### src/rtl/pc_redirect_ctrl_pkg.sv
// Shared encodings for the PC redirect controller: RV32 opcode fields, PC mux selects and FSM states.
package pc_redirect_ctrl_pkg;

  // opcode[6:2] of JAL (1101111) and JALR (1100111)
  localparam logic [4:0] OPCODE_JAL  = 5'b11011;
  localparam logic [4:0] OPCODE_JALR = 5'b11001;

  localparam logic [1:0] PCSRC_JALR = 2'b00;
  localparam logic [1:0] PCSRC_TGT  = 2'b01;
  localparam logic [1:0] PCSRC_PC4  = 2'b10;
  localparam logic [1:0] PCSRC_HOLD = 2'b11;

  typedef enum logic [1:0] {
    RUN       = 2'd0,
    IMEM_WAIT = 2'd1,
    REDIRECT  = 2'd2,
    HALTED    = 2'd3
  } state_t;

endpackage

### src/rtl/redirect_perf_cnt.sv
// Saturating stall/flush event counters for pc_redirect_ctrl.
// Only exists when PC_REDIRECT_PERF_CNT_EN is defined.
`ifdef PC_REDIRECT_PERF_CNT_EN
module redirect_perf_cnt #(
  parameter int CNT_W = 32
) (
  input  logic             clk,
  input  logic             rst_n,
  input  logic             stall,
  input  logic             flush,
  output logic [CNT_W-1:0] stall_cnt,
  output logic [CNT_W-1:0] flush_cnt
);

  function automatic logic [CNT_W-1:0] sat_inc(input logic [CNT_W-1:0] v, input logic en);
    return (en && (v != '1)) ? v + 1'b1 : v;
  endfunction

  always_ff @(posedge clk) begin
    if (!rst_n) begin
      stall_cnt <= '0;
      flush_cnt <= '0;
    end else begin
      stall_cnt <= sat_inc(stall_cnt, stall);
      flush_cnt <= sat_inc(flush_cnt, flush);
    end
  end

endmodule
`endif

### src/rtl/pc_redirect_ctrl.sv
// PC select / pipeline stall-flush controller with fetch-timeout and halt handling.
// Optional perf counters (stall_cnt, flush_cnt) under PC_REDIRECT_PERF_CNT_EN.
module pc_redirect_ctrl
  import pc_redirect_ctrl_pkg::*;
#(
  parameter int IMEM_TIMEOUT = 8,
  parameter int CNT_W        = 32
) (
  input  logic             clk,
  input  logic             rst_n,
  input  logic             ex_valid,
  input  logic [4:0]       ex_opcode,
  input  logic             branch_taken,
  input  logic             halt_req,
  input  logic             load_use,
  output logic             imem_req,
  input  logic             imem_ack,
  output logic [1:0]       pc_src,
  output logic             pc_we,
  output logic             ifid_stall,
  output logic             ifid_flush,
  output logic             idex_flush,
  output logic             halted,
  output logic             imem_err
`ifdef PC_REDIRECT_PERF_CNT_EN
  ,
  output logic [CNT_W-1:0] stall_cnt,
  output logic [CNT_W-1:0] flush_cnt
`endif
);

  localparam int TMO_W = $clog2(IMEM_TIMEOUT + 1);
  localparam logic [TMO_W-1:0] TMO_LAST = TMO_W'(IMEM_TIMEOUT - 1);

  state_t           state, state_nxt;
  logic             pend_valid, pend_valid_nxt;
  logic [1:0]       pend_src, pend_src_nxt;
  logic [TMO_W-1:0] tmo_cnt, tmo_cnt_nxt;
  logic             imem_err_nxt;
  logic             is_jalr, redir_now, halt_now;
  logic [1:0]       redir_src;

  always_comb begin
    is_jalr   = (ex_opcode == OPCODE_JALR);
    redir_now = ex_valid & (is_jalr | (ex_opcode == OPCODE_JAL) | branch_taken);
    redir_src = is_jalr ? PCSRC_JALR : PCSRC_TGT;
    halt_now  = ex_valid & halt_req;
  end

  always_comb begin
    state_nxt      = state;
    pend_valid_nxt = pend_valid;
    pend_src_nxt   = pend_src;
    tmo_cnt_nxt    = tmo_cnt;
    imem_err_nxt   = imem_err;
    imem_req       = 1'b1;
    pc_src         = PCSRC_PC4;
    pc_we          = 1'b0;
    ifid_stall     = 1'b0;
    ifid_flush     = 1'b0;
    idex_flush     = 1'b0;

    case (state)
      RUN: begin
        if (halt_now) begin
          imem_req   = 1'b0;
          pc_src     = PCSRC_HOLD;
          ifid_stall = 1'b1;
          idex_flush = 1'b1;
          state_nxt  = HALTED;
        end else if (redir_now) begin
          pc_src     = redir_src;
          pc_we      = 1'b1;
          ifid_flush = 1'b1;
          idex_flush = 1'b1;
          state_nxt  = REDIRECT;
        end else if (!imem_ack) begin
          pc_src      = PCSRC_HOLD;
          ifid_stall  = 1'b1;
          idex_flush  = 1'b1;
          tmo_cnt_nxt = '0;
          state_nxt   = IMEM_WAIT;
        end else if (load_use) begin
          pc_src     = PCSRC_HOLD;
          ifid_stall = 1'b1;
          idex_flush = 1'b1;
        end else begin
          pc_we = 1'b1;
        end
      end

      IMEM_WAIT: begin
        pc_src     = PCSRC_HOLD;
        ifid_stall = 1'b1;
        idex_flush = 1'b1;
        if (halt_now) begin
          imem_req       = 1'b0;
          pend_valid_nxt = 1'b0;
          state_nxt      = HALTED;
        end else if (imem_ack) begin
          ifid_stall = 1'b0;
          pc_we      = 1'b1;
          if (pend_valid || redir_now) begin
            pc_src         = pend_valid ? pend_src : redir_src;
            ifid_flush     = 1'b1;
            pend_valid_nxt = 1'b0;
            state_nxt      = REDIRECT;
          end else begin
            pc_src     = PCSRC_PC4;
            idex_flush = 1'b0;
            state_nxt  = RUN;
          end
        end else begin
          // First redirect seen while waiting is the one replayed on ack.
          if (redir_now && !pend_valid) begin
            pend_valid_nxt = 1'b1;
            pend_src_nxt   = redir_src;
          end
          if (tmo_cnt == TMO_LAST) begin
            imem_err_nxt   = 1'b1;
            pend_valid_nxt = 1'b0;
            state_nxt      = HALTED;
          end else begin
            tmo_cnt_nxt = tmo_cnt + 1'b1;
          end
        end
      end

      REDIRECT: begin
        // EX holds the flushed bubble, so ex_valid (and halt) is not looked at here.
        pc_we = imem_ack;
        if (imem_ack) begin
          state_nxt = RUN;
        end else begin
          tmo_cnt_nxt = '0;
          state_nxt   = IMEM_WAIT;
        end
      end

      HALTED: begin
        imem_req   = 1'b0;
        pc_src     = PCSRC_HOLD;
        ifid_stall = 1'b1;
        idex_flush = 1'b1;
      end

      default: state_nxt = RUN;
    endcase

    if (!rst_n) begin
      imem_req   = 1'b0;
      pc_src     = PCSRC_HOLD;
      pc_we      = 1'b0;
      ifid_stall = 1'b0;
      ifid_flush = 1'b1;
      idex_flush = 1'b1;
    end
  end

  always_ff @(posedge clk) begin
    if (!rst_n) begin
      state      <= RUN;
      pend_valid <= 1'b0;
      tmo_cnt    <= '0;
      imem_err   <= 1'b0;
    end else begin
      state      <= state_nxt;
      pend_valid <= pend_valid_nxt;
      tmo_cnt    <= tmo_cnt_nxt;
      imem_err   <= imem_err_nxt;
    end
  end

  always_ff @(posedge clk) begin
    pend_src <= pend_src_nxt;
  end

  assign halted = (state == HALTED);

`ifdef PC_REDIRECT_PERF_CNT_EN
  redirect_perf_cnt #(.CNT_W(CNT_W)) u_perf (
    .clk       (clk),
    .rst_n     (rst_n),
    .stall     (ifid_stall),
    .flush     (ifid_flush),
    .stall_cnt (stall_cnt),
    .flush_cnt (flush_cnt)
  );
`endif

endmodule

### config.mk
export PLATFORM = sky130hd
export DESIGN_NAME = pc_redirect_ctrl
export DESIGN_NICKNAME = d
export VERILOG_FILES = /design/src/rtl/pc_redirect_ctrl_pkg.sv /design/src/rtl/redirect_perf_cnt.sv /design/src/rtl/pc_redirect_ctrl.sv
export SDC_FILE = /design/constraint.sdc
export NUM_CORES = 1
export LEC_CHECK = 0
export CORE_MARGIN = 8
export CORE_UTILIZATION = 53
export CTS_BUF_LIST = sky130_fd_sc_hd__clkbuf_16
export DETAILED_ROUTE_END_ITERATION = 10
export PLACE_DENSITY_LB_ADDON = 0.1
export REMOVE_ABC_BUFFERS = 1
export SLEW_MARGIN = 20
export SYNTH_ARGS = -nofsm -noshare
export SYNTH_HDL_FRONTEND = slang
export SYNTH_SLANG_ARGS = --single-unit
export TNS_END_PERCENT = 1
### constraint.sdc
create_clock -name clk -period 2.4 [get_ports clk]
set_input_delay 0.24 -clock clk [delete_from_list [all_inputs] [get_ports clk]]
set_output_delay 0.24 -clock clk [all_outputs]
set_load 0.01 [all_outputs]
* Word level (Yosys, flattened, before mapping) *
Cells that the tools add are included.

cells by class
  add/sub/neg operators = 1
  equality and inequality tests = 14
  multiplexer cells = 64
  bitwise gates (word level) = 6
  reductions and logical operators = 12

operator list
  operator                                              count
  2-to-1 mux 1 bit                                      36
  2-to-1 mux 2 bit                                      14
  2-to-1 mux 4 bit                                      6
  case mux 2 bit (3 select lines)                       2
  case mux 4 bit (3 select lines)                       1
  equality test 5 bit (second input constant)           2
  != test 2 bit (second input constant)                 5
  case mux 1 bit (3 select lines)                       3
  != test 4 bit (second input constant)                 2
  AND reduction 4 bit                                   2
  AND reduction 3 bit                                   2
  AND reduction 6 bit                                   1
  adder 4 x 1 -> 4 bit (second input constant)          1
  equality test 2 bit (second input constant)           2
  equality test 4 x 3 -> 1 bit (second input constant)  1
  case mux 1 bit (2 select lines)                       2
  nonzero test 4 bit                                    1
  != test 3 x 1 -> 1 bit (second input constant)        1
  nonzero test 3 bit                                    1
  AND 1 bit                                             2
  equality test 2 x 1 -> 1 bit (second input constant)  1
  logical NOT 2 bit                                     1
  NOT 1 bit                                             2
  OR 1 bit                                              2
  other kinds (4)                                       4

word-level totals
  bits in registers = 10
  bits of input ports = 12
  output and inout port bits = 9
  word-level logic and storage cells = 102

* Longest topological paths before layout *
Gate-level depths: netlist of the first run.

  depth after elaboration = 10
  gate-level depth with buffers = 7

* Worst setup path after synthesis of the first run *
No wires, ideal clock.

  kind = reg2out
  start point = register state[1]
  end point = output ifid_stall
  data arrival time = 1467 ps
  required time = 2160 ps
  slack = 693 ps
  cell stages (with the launch flop) = 7
  path through = dfxtp_1 inv_1 ha_1 clkbuf_1 and3_1 o21ai_0 o311a_1

on the way
  longest elaborated chain between the ends = 3

RTL lines
  item                                               line                     source
  from (decl)                                        pc_redirect_ctrl.sv:35   state_t state, state_nxt;
  from (signal assigned)                             pc_redirect_ctrl.sv:167  state <= state_nxt;
  equality test 2 bit, or another cell as far along  pc_redirect_ctrl.sv:63   case (state)
  case mux 1 bit (3 select lines) (*)                pc_redirect_ctrl.sv:63
  2-to-1 mux 1 bit (*)                               pc_redirect_ctrl.sv:150  if (!rst_n) begin
  to (decl)                                          pc_redirect_ctrl.sv:20   output logic ifid_stall,

Every way passes the cells marked *; elsewhere a longest branch is shown, timed or not.

* Worst setup path in the final report of the first run *
  start point = input ex_opcode[0]
  end point = output ifid_stall

on the way
  longest elaborated chain between the ends = 8

RTL lines
  item                                           line                                            source
  from (decl)                                    pc_redirect_ctrl.sv:12                          input logic [4:0] ex_opcode,
  equality test 5 bit, on equally long branches  pc_redirect_ctrl.sv:44, pc_redirect_ctrl.sv:45
  OR 1 bit (*) (2 in a row)                      pc_redirect_ctrl.sv:45                          redir_now = ex_valid & (is_jalr | (ex_opcode == OPCODE_JAL) | branch_taken);
  AND 1 bit (*)                                  pc_redirect_ctrl.sv:45
  2-to-1 mux 1 bit (*)                           pc_redirect_ctrl.sv:71                          end else if (redir_now) begin
  2-to-1 mux 1 bit (*)                           pc_redirect_ctrl.sv:65                          if (halt_now) begin
  case mux 1 bit (3 select lines) (*)            pc_redirect_ctrl.sv:63
  2-to-1 mux 1 bit (*)                           pc_redirect_ctrl.sv:150

Marks and branches as above.

==> flow_metrics.py, run 1 <==
metrics = {
    "worst_setup_path": {
        "worst-path-max-fanout": 6,
        "r2r-start": "state[0]",
        "timing.reg2reg.worst_path_depth": 7,
        "cp.arrival_ps": 2070,
        "rr_endpoint": "tmo_cnt[0]",
        "setup.worst_path.start_class": "primary input",
        "worst_setup_path_end_kind": "output pin",
        "setup.worst_path.class": "in2out",
        "reg2reg_slack_ps": 510,
        "worstPathRequired_ps": 2160,
    },
    "yosys": {
        "post_synth_main_area_contributors": "sky130_fd_sc_hd__dfxtp_1, sky130_fd_sc_hd__ha_1, sky130_fd_sc_hd__nor2_1, sky130_fd_sc_hd__a21oi_1, sky130_fd_sc_hd__o21ai_0",
        "synth_top_cell_by_area": "sky130_fd_sc_hd__dfxtp_1",
        "syn_area_per_cell_um2": 7.68,
        "yosys.cell_types.count": 46,
        "ys_dominant_reg_cell": "sky130_fd_sc_hd__dfxtp_1",
        "asyncSetResetFlopFracSynth_pct": 0,
        "synth_edf_count": 1,
        "synthesis.yosys.warnings": 0,
        "yosysTopAreaCellShare_pct": 17.5,
        "postSynthRegisterBits": 9,
        "netlist_area_um2": 913,
        "synth-seq-area-share_pct": 20.8,
        "post_synthesis_cell_count": 119,
    },
    "min_path": {
        "holdCritPathClass": "reg2reg",
        "min_delay_path_depth": 1,
        "hold_path.startpoint": "imem_err",
        "timing.hold.worst_endpoint": "imem_err",
    },
    "route": {
        "detail_route.first_pass.iterations": 6,
        "route.met2.wl_mm": 1.44,
        "wirelength_met1_mm": 1.21,
        "viasPerCell": 6.18,
        "vias": 1045,
        "met3RoutedLength_um": 157,
        "totalWireLength_mm": 2.86,
        "drc_errors": 0,
        "highest_layer": "met4",
        "route.detailed.wl_per_inst_um": 16.9,
        "drt.antenna.violating_nets": 0,
        "detailedRoute.firstIterationViolations": 33,
    },
    "timing": {
        "whs_ps": 467,
        "setup_tns_ps": 0,
        "timing.clock.skew_ps": 0.683,
        "measured_slew_at_the_worst_slew_check_pin_ps": 389,
        "grt_setup_unrepaired": "yes",
        "worst_slew_margin_rel_pct": 73.9,
        "final_hold_viol_count": 0,
        "fmaxAchievable_mhz": 433,
        "final_worst_path_setup_slack_ps": 87.9,
        "setup_viol": 0,
        "slew_violations": 0,
        "final.period_utilization_pct": 96.3,
        "finalWorstPathRequiredPeriod_ps": 2310,
    },
    "grt": {
        "grt_pass1_wl_mm": 4.77,
        "globalRouteOverflowTotal": 0,
        "grt_usage_pct": 17.7,
        "pin_count_of_the_biggest_net_entering_global_routing": 13,
        "grt_antenna_before_repair": 0,
        "first_global_vias": 1043,
    },
    "power_and_ir_drop": {
        "totalPowerFinal_mw": 1.14,
        "pwr_density_cell_mw_per_mm2": 880,
        "leakage_nw": 0.550,
        "vdd_ir_drop_max_v": 0.000646,
    },
    "place": {
        "hpwl_mm": 2.23,
        "place_congestion": 0.952,
        "detailedPlace.worstSlack_ps": -21.6,
        "port_buffers": 20,
    },
    "cts": {
        "hold_bufs_inserted_after_cts": 0,
        "max-clock-path-buffers": 2,
        "clock_tree.htree_level_count": 1,
        "clkTransAtPathRegs_ps": 40,
        "cts.sinks": 9,
        "tritoncts": "done",
        "worstSkewPairLatency_ps": 230,
        "cts_buffers": 3,
        "cts.root.buffer_cell": "sky130_fd_sc_hd__clkbuf_16",
    },
    "finish": {
        "diodes": 0,
        "area_growth_from_synthesis_to_layout_pct": 42.2,
        "layout.nets": 171,
        "post_route_cells_drive_above_1_share_pct": 17.8,
        "final_core_util_pct": 77.8,
    },
    "die": {
        "design.core.area_mm2": 0.00167,
        "design.die.area_mm2": 0.00331,
        "initial_utilization_pct": 54.7,
        "top_level_ports": 21,
        "dieWidth_um": 57.5,
        "core.rowCount": 15,
        "chipHeight_um": 57.5,
    },
    "run": {
        "drv.max_cap_violation_count": 0,
    },
    "run_status": {
        "outcome": "finished clean",
    },
}
## cell families after synthesis
kind of cell    after synthesis  share of synthesized area [%]
flops                         9                           20.8
fa+ha+maj                     6                           8.22
compound gates               46                           36.3
simple gates                 44                           27.1
buf+inv                      14                           7.53
## area by class of cell
type	count	area (um^2)
clock inverters	1	3.75
multi-input cells	96	658
fillers	122	372
flip-flops and latches	9	190
inverters	8	30.0
clock buffers	3	75.1
well taps	17	21.3
repair buffers	35	320
## worst max-delay path by stage
| stage | endpoint | start | cells past startpoint |
|---|---|---|---|
| floorplan | tmo_cnt[0] | state[1] | 6 |
| global placement | pc_we | ex_opcode[0] | 6 |
| detailed placement | pc_src[0] | ex_opcode[0] | 6 |
| CTS | pc_src[0] | ex_opcode[0] | 6 |
| global route | pc_src[1] | ex_opcode[0] | 7 |
| finish | ifid_stall | ex_opcode[0] | 6 |
## flip-flops by register name (all words and copies together), names as in the netlist
name / flops
state: 2
imem_err: 1
pend_src: 1
pend_valid: 1
tmo_cnt: 4
## stage by stage
stage,cells,cell area [um^2]
3_5_place_dp,165,1210
2_1_floorplan,113,875
6_report,169,1300
3_3_place_gp,165,1210
5_1_grt,169,1300
4_1_cts,169,1290
## synth_stat cells, drive strengths merged (4+ instances only)
| library cell | count |
|---|---|
| nor2 | 13 |
| a21oi | 11 |
| o21ai | 9 |
| dfxtp | 8 |
| inv | 8 |
| nand2 | 8 |
| ha | 6 |
| a211oi | 4 |
| nand3 | 4 |
## cells in the final DEF (no fill, tap or decap), types with 2 or more instances in the layout
cell type | Yosys | routed
sky130_fd_sc_hd__clkbuf_16 | 0 | 3
sky130_fd_sc_hd__o21ai_0 | 7 | 7
sky130_fd_sc_hd__nand3b_1 | 2 | 2
sky130_fd_sc_hd__o211ai_1 | 2 | 2
sky130_fd_sc_hd__nand2_1 | 8 | 8
sky130_fd_sc_hd__clkdlybuf4s50_1 | 0 | 17
sky130_fd_sc_hd__a211oi_1 | 4 | 4
sky130_fd_sc_hd__nor2_1 | 13 | 13
sky130_fd_sc_hd__buf_4 | 0 | 15
sky130_fd_sc_hd__o21ai_1 | 2 | 2
sky130_fd_sc_hd__o32ai_1 | 2 | 2
sky130_fd_sc_hd__dlymetal6s2s_1 | 0 | 3
sky130_fd_sc_hd__a21oi_2 | 2 | 2
sky130_fd_sc_hd__nand2b_1 | 2 | 2
sky130_fd_sc_hd__nor3_1 | 2 | 2
sky130_fd_sc_hd__a21oi_1 | 8 | 8
sky130_fd_sc_hd__dfxtp_1 | 8 | 8
sky130_fd_sc_hd__nand3_1 | 4 | 4
sky130_fd_sc_hd__nor2b_1 | 2 | 2
sky130_fd_sc_hd__o21a_1 | 3 | 2
sky130_fd_sc_hd__o31ai_1 | 2 | 2
sky130_fd_sc_hd__a31oi_1 | 3 | 3
sky130_fd_sc_hd__inv_1 | 8 | 9
sky130_fd_sc_hd__ha_1 | 6 | 5
## timing repair
item / CTS / global route
buffers inserted: 0 / 0
resized for setup: 1 / 4
endpoints found under the setup margin: 2 / 5
gates cloned: 0 / 0
## power breakdown
| part | internal (mW) | leakage [nW] | switching [mW] | total [mW] |
|---|---|---|---|---|
| Sequential | 0.177 | 0.0751 | 0.0243 | 0.201 |
| Clock | 0.217 | 0.0423 | 0.0703 | 0.288 |
| Combinational | 0.306 | 0.433 | 0.348 | 0.654 |
## worst max-delay path: stages
cell and delay, ps:
sky130_fd_sc_hd__clkdlybuf4s50_1 490, sky130_fd_sc_hd__and4b_1 260, sky130_fd_sc_hd__o21a_2 200, sky130_fd_sc_hd__o21ai_1 100, sky130_fd_sc_hd__o311a_1 290, sky130_fd_sc_hd__clkdlybuf4s50_1 490
## metal layers
metal / track usage, % / up-vias
met2: 30.1 / 30
met1: 21.1 / 492
li1: - / 516
met3: 3.81 / 7
met4: 6.43 / 0
met5: 0 / -
No activity file was read; power rests on OpenSTA's default activity.
==> inputs of run 2 (changes only) <==
--- a/config.mk
+++ b/config.mk
@@ -5,7 +5,6 @@
 export SDC_FILE = /design/constraint.sdc
 export NUM_CORES = 1
 export LEC_CHECK = 0
-export CORE_MARGIN = 8
 export CORE_UTILIZATION = 53
 export CTS_BUF_LIST = sky130_fd_sc_hd__clkbuf_16
 export DETAILED_ROUTE_END_ITERATION = 10
==> flow_metrics.py, run 2 (synthesis gave the netlist of run 1 again) <==
metrics = {
    "finish": {
        "post_route_cells_drive_above_1_share_pct": 18.7,
        "largest_register_ff_count": 4,
        "mostFrequentLayoutCells": "sky130_fd_sc_hd__clkdlybuf4s50_1, sky130_fd_sc_hd__nor2_1, sky130_fd_sc_hd__buf_4, sky130_fd_sc_hd__inv_1",
        "most_common_library_cell_in_the_layout_ignoring_fill_and_taps": "sky130_fd_sc_hd__clkdlybuf4s50_1",
        "layout.nets": 169,
        "reg_top3": "tmo_cnt x4, state x2",
        "diodes": 0,
        "instances_no_fill": 166,
        "final_core_util_pct": 83.9,
        "area_growth_from_synthesis_to_layout_pct": 43.2,
        "largest_register": "tmo_cnt",
    },
    "worst_setup_path": {
        "cp.arrival_ps": 2180,
        "critical-path-max-stage-delay_ps": 570,
        "path_delay_family": "buffers and inverters",
        "timing.critical_path.cells": "clkdlybuf4s50_1, and4b_1, o21ai_1, buf_4, a31oi_1, o21ai_0, clkdlybuf4s50_1",
        "worstPathRequired_ps": 2160,
        "crit_path_top_delay_cell": "sky130_fd_sc_hd__clkdlybuf4s50_1",
        "worst-path-max-fanout": 5,
        "crit_top_cell": "sky130_fd_sc_hd__clkdlybuf4s50_1",
        "critPathBufInv": 3,
        "worst_setup_path_end_kind": "output pin",
        "setup.worst_path.start_class": "primary input",
        "setup.worst_path.class": "in2out",
    },
    "timing": {
        "grt_setup_unrepaired": "yes",
        "final_worst_path_setup_slack_ps": -17.6,
        "final_hold_viol_count": 0,
        "fmaxAchievable_mhz": 414,
        "slew_violations": 0,
        "timing.clock.skew_ps": 0.563,
        "final.period_utilization_pct": 101,
        "setup_viol": 2,
        "measured_slew_at_the_worst_slew_check_pin_ps": 484,
        "worst_slew_margin_rel_pct": 67.5,
        "finalWorstPathRequiredPeriod_ps": 2420,
    },
    "die": {
        "core.rowCount": 14,
        "design.core.area_mm2": 0.00156,
        "chipHeight_um": 43.5,
        "top_level_ports": 21,
        "design.die.area_mm2": 0.00189,
        "dieWidth_um": 43.5,
        "initial_utilization_pct": 58.6,
    },
    "grt": {
        "first_global_vias": 1118,
        "pin_count_of_the_biggest_net_entering_global_routing": 12,
        "grt_usage_pct": 34.2,
        "grt_antenna_before_repair": 0,
        "globalRouteOverflowTotal": 0,
        "grt_pass1_wl_mm": 4.81,
    },
    "run": {
        "drv.max_cap_violation_count": 0,
    },
    "power_and_ir_drop": {
        "power_report.internal_total_mw": 0.710,
        "p_clk_share_pct": 24.3,
        "vdd_ir_drop_max_v": 0.000820,
        "pwr-share-comb_pct": 58.2,
        "totalPowerFinal_mw": 1.21,
        "swShare_pct": 41.3,
        "seq_power_share_pct": 17.5,
        "pwr_density_cell_mw_per_mm2": 925,
        "power_switching_mw": 0.500,
        "leakage_nw": 0.542,
    },
    "route": {
        "totalWireLength_mm": 3.25,
        "detailedRoute.firstIterationViolations": 69,
        "vias": 1143,
        "viasPerCell": 6.89,
        "drt.antenna.violating_nets": 0,
        "drc_errors": 2,
        "detail_route.first_pass.iterations": 8,
        "route.detailed.wl_per_inst_um": 19.6,
    },
    "place": {
        "detailedPlace.worstSlack_ps": -26.2,
        "hpwl_mm": 2.19,
        "port_buffers": 20,
        "place_congestion": 0.938,
        "placed_cells": 162,
    },
    "cts": {
        "hold_bufs_inserted_after_cts": 0,
        "cts_buffers": 3,
        "post_cts_resize_count": 2,
        "worstSkewPairLatency_ps": 240,
        "cts.root.buffer_cell": "sky130_fd_sc_hd__clkbuf_16",
        "clkTransAtPathRegs_ps": 40,
        "tritoncts": "done",
        "cts.sinks": 9,
        "max-clock-path-buffers": 2,
        "postCtsSetupRepairBufs": 0,
        "clock_tree.htree_level_count": 1,
    },
    "run_status": {
        "outcome": "complete, but fails checks",
        "failed_checks": "DRC, setup timing",
    },
    "min_path": {
        "holdCritPathClass": "reg2reg",
    },
}
## run 2: area by class of cell
class	instances	area [um^2]
multi-input cells	96	681
repair buffers	33	308
fillers	111	251
flip-flops and latches	9	190
clock buffers	3	75.1
inverters	8	30.0
well taps	16	20.0
clock inverters	1	3.75
## run 2: stage by stage
step	hold WS (ps)	TNS (ps)	cell area [um^2]
floorplan	358	0	875
global placement	451	0	1190
detailed placement	453	-45.8	1190
CTS	462	0	1270
global route	477	-121	1310
finish	461	-23.1	1310
## run 2: power groups by stage
stage          sequential [mW]  clock [mW]  combinational [mW]
3_3_place_gp             0.206           0               0.613
4_1_cts                  0.207       0.293               0.650
5_1_grt                  0.216       0.302               0.744
3_5_place_dp             0.209           0               0.629
6_report                 0.212       0.294               0.704
2_1_floorplan            0.207           0               0.370
## run 2: worst register-to-register path, cell delays in order, from the launching register on
cell                      delay, ps
sky130_fd_sc_hd__dfxtp_1        380
sky130_fd_sc_hd__inv_1          130
sky130_fd_sc_hd__ha_4           220
sky130_fd_sc_hd__buf_4          180
sky130_fd_sc_hd__nor2_1         160
sky130_fd_sc_hd__a21oi_2         70
sky130_fd_sc_hd__or4b_1         560
sky130_fd_sc_hd__a21oi_1        210
## run 2: path summary, 6_finish.rpt
| check | startpoint | to | slack [ps] | depth (start not counted) |
|---|---|---|---|---|
| min reg2reg | imem_err | imem_err | 460 | 1 |
| min | imem_err | imem_err | 460 | 1 |
| max | ex_opcode[2] | pc_src[1] | -20 | 7 |
| max reg2reg | state[1] | tmo_cnt[0] | 410 | 7 |
## run 2: per-layer routing
layer	GRT usage, %	vias to the layer above	wire length (um)
li1	-	506	-
met1	41.2	528	1180
met2	57.9	95	1610
met3	8.33	14	376
met4	14.4	0	84
met5	0	-	0
==> inputs of run 3 (changes only) <==
--- a/config.mk
+++ b/config.mk
@@ -5,6 +5,7 @@
 export SDC_FILE = /design/constraint.sdc
 export NUM_CORES = 1
 export LEC_CHECK = 0
+export CORE_MARGIN = 2
 export CORE_UTILIZATION = 53
 export CTS_BUF_LIST = sky130_fd_sc_hd__clkbuf_16
 export DETAILED_ROUTE_END_ITERATION = 10
==> flow_metrics.py, run 3 (synthesis gave the netlist of run 1 again) <==
metrics = {
    "run_status": {
        "outcome": "complete, but fails checks",
        "failed_checks": "setup timing",
    },
    "worst_setup_path": {
        "timing.critical_path.cells": "inv_1, ha_1, inv_1, a221o_1, a32oi_1, clkdlybuf4s50_1",
        "crit_top_cell": "sky130_fd_sc_hd__inv_1",
        "cp.arrival_ps": 2160,
        "rr_endpoint": "tmo_cnt[0]",
        "crit_path_top_delay_cell": "sky130_fd_sc_hd__clkdlybuf4s50_1",
        "reg2reg_slack_ps": 530,
        "worstPathRequired_ps": 2160,
        "worst_setup_path_end_kind": "output pin",
        "worst-path-max-fanout": 6,
        "critical-path-max-stage-delay_ps": 560,
        "r2r-start": "state[1]",
        "setup.worst_path.start_class": "flop",
        "setup.worst_path.class": "reg2out",
        "timing.reg2reg.worst_path_depth": 7,
    },
    "route": {
        "drt.antenna.violating_nets": 0,
        "drc_errors": 0,
        "totalWireLength_mm": 2.66,
        "detail_route.first_pass.iterations": 4,
        "detailedRoute.firstIterationViolations": 64,
        "viasPerCell": 6.70,
        "vias": 1105,
        "route.detailed.wl_per_inst_um": 16.1,
    },
    "finish": {
        "post_route_cells_drive_above_1_share_pct": 15.4,
        "area_growth_from_synthesis_to_layout_pct": 39.3,
        "largest_register": "tmo_cnt",
        "diodes": 0,
        "reg_top3": "tmo_cnt x4, state x2",
        "largest_register_ff_count": 4,
        "mostFrequentLayoutCells": "sky130_fd_sc_hd__clkdlybuf4s50_1, sky130_fd_sc_hd__nor2_1, sky130_fd_sc_hd__buf_4, sky130_fd_sc_hd__inv_1",
        "most_common_library_cell_in_the_layout_ignoring_fill_and_taps": "sky130_fd_sc_hd__clkdlybuf4s50_1",
        "layout.nets": 168,
    },
    "timing": {
        "finalWorstPathRequiredPeriod_ps": 2400,
        "setup_viol": 1,
        "fmaxAchievable_mhz": 416,
        "final_hold_viol_count": 0,
        "whs_ps": 495,
        "slew_violations": 0,
        "final_worst_path_setup_slack_ps": -3.67,
        "grt_setup_unrepaired": "yes",
        "measured_slew_at_the_worst_slew_check_pin_ps": 380,
        "final.period_utilization_pct": 100,
        "timing.clock.skew_ps": 1.71,
        "worst_slew_margin_rel_pct": 74.4,
    },
    "power_and_ir_drop": {
        "vdd_ir_drop_max_v": 0.000634,
        "leakage_nw": 0.536,
        "totalPowerFinal_mw": 1.12,
        "p_clk_share_pct": 25.1,
        "pwr-share-comb_pct": 56.3,
        "pwr_density_cell_mw_per_mm2": 883,
        "power_switching_mw": 0.437,
        "swShare_pct": 38.9,
        "seq_power_share_pct": 18.6,
        "power_report.internal_total_mw": 0.687,
    },
    "grt": {
        "first_global_vias": 1067,
        "grt_usage_pct": 29.3,
        "pin_count_of_the_biggest_net_entering_global_routing": 13,
        "grt_pass1_wl_mm": 4.48,
        "globalRouteOverflowTotal": 0,
        "grt_antenna_before_repair": 0,
    },
    "min_path": {
        "timing.hold.worst_endpoint": "imem_err",
        "holdCritPathClass": "reg2reg",
        "hold_path.startpoint": "imem_err",
        "min_delay_path_depth": 1,
    },
    "cts": {
        "tritoncts": "done",
        "clock_tree.htree_level_count": 1,
        "cts.sinks": 9,
        "worstSkewPairLatency_ps": 230,
        "max-clock-path-buffers": 2,
        "cts.root.buffer_cell": "sky130_fd_sc_hd__clkbuf_16",
        "cts_buffers": 3,
        "postCtsSetupRepairBufs": 0,
        "clkTransAtPathRegs_ps": 40,
        "hold_bufs_inserted_after_cts": 0,
    },
    "die": {
        "initial_utilization_pct": 58.6,
        "chipHeight_um": 45.5,
        "design.die.area_mm2": 0.00207,
        "dieWidth_um": 45.5,
        "core.rowCount": 14,
        "top_level_ports": 21,
        "design.core.area_mm2": 0.00156,
    },
    "run": {
        "drv.max_cap_violation_count": 0,
    },
    "place": {
        "place_congestion": 0.919,
        "port_buffers": 20,
        "hpwl_mm": 2.00,
    },
}
-- run 3: cell count changes in the layout (fill, tap and decap cells not counted), sizes merged --
cell and change:
buf -1, clkdlybuf4s50 +1, dlymetal6s2s -1
-- run 3: cell type report --
class                      count  area, um^2
clock buffer                   3        75.1
tap                           16        20.0
inverter                       8        30.0
sequential                     9         190
fill                         120         287
clock inverter                 1        3.75
timing repair buffer          32         298
multi-input combinational     96         656
-- run 3: worst max path at each step --
stage,to,slack (ps),startpoint
floorplan,tmo_cnt[0],600,state[1]
global placement,pc_we,50,ex_opcode[0]
detailed placement,pc_we,-20,ex_opcode[0]
CTS,pc_src[0],10,state[0]
global route,pc_src[0],-80,state[0]
finish,pc_src[0],-4,state[0]
-- run 3: stage by stage --
step,TNS (ps),cells,util (%),area (um^2),worst slack [ps]
finish,-3.67,165,81.6,1270,-3.67
global route,-88.8,165,81.6,1270,-79.5
CTS,0,165,81.1,1260,11.0
detailed placement,-28.7,161,76.0,1180,-21.3
global placement,0,161,76.0,1180,47.8
floorplan,0,113,-,875,596
-- run 3: critical path: cells and delay by family (launching register included) --
| family | cells | cell delay, ps |
|---|---|---|
| AO/OA/AOI/OAI | 2 | 450 |
| adder cells (fa/ha/maj) | 1 | 300 |
| buffers and inverters | 3 | 830 |
| flip-flops | 1 | 350 |
-- run 3: power by group through the flow --
stage,clock network [mW],logic (mW),registers (mW)
2_1_floorplan,0,0.370,0.207
3_3_place_gp,0,0.603,0.209
3_5_place_dp,0,0.614,0.211
4_1_cts,0.285,0.623,0.208
5_1_grt,0.295,0.690,0.212
6_report,0.282,0.633,0.209
-- run 3: what timing repair did --
item	4_1_cts	5_1_grt
pin swaps	0	0
endpoints found under the setup margin	3	5
cloned	0	0
gates resized for setup	1	3
-- run 3: layer usage --
metal  part of all wire (%)  wire, um  vias up  global-route usage, %
met5                      0         0        -                      0
met4                    1.1        30        0                   9.41
met3                     11       284       11                   7.54
met2                     45      1210       79                   47.3
met1                     43      1140      506                   37.7
li1                       -         -      509                      -
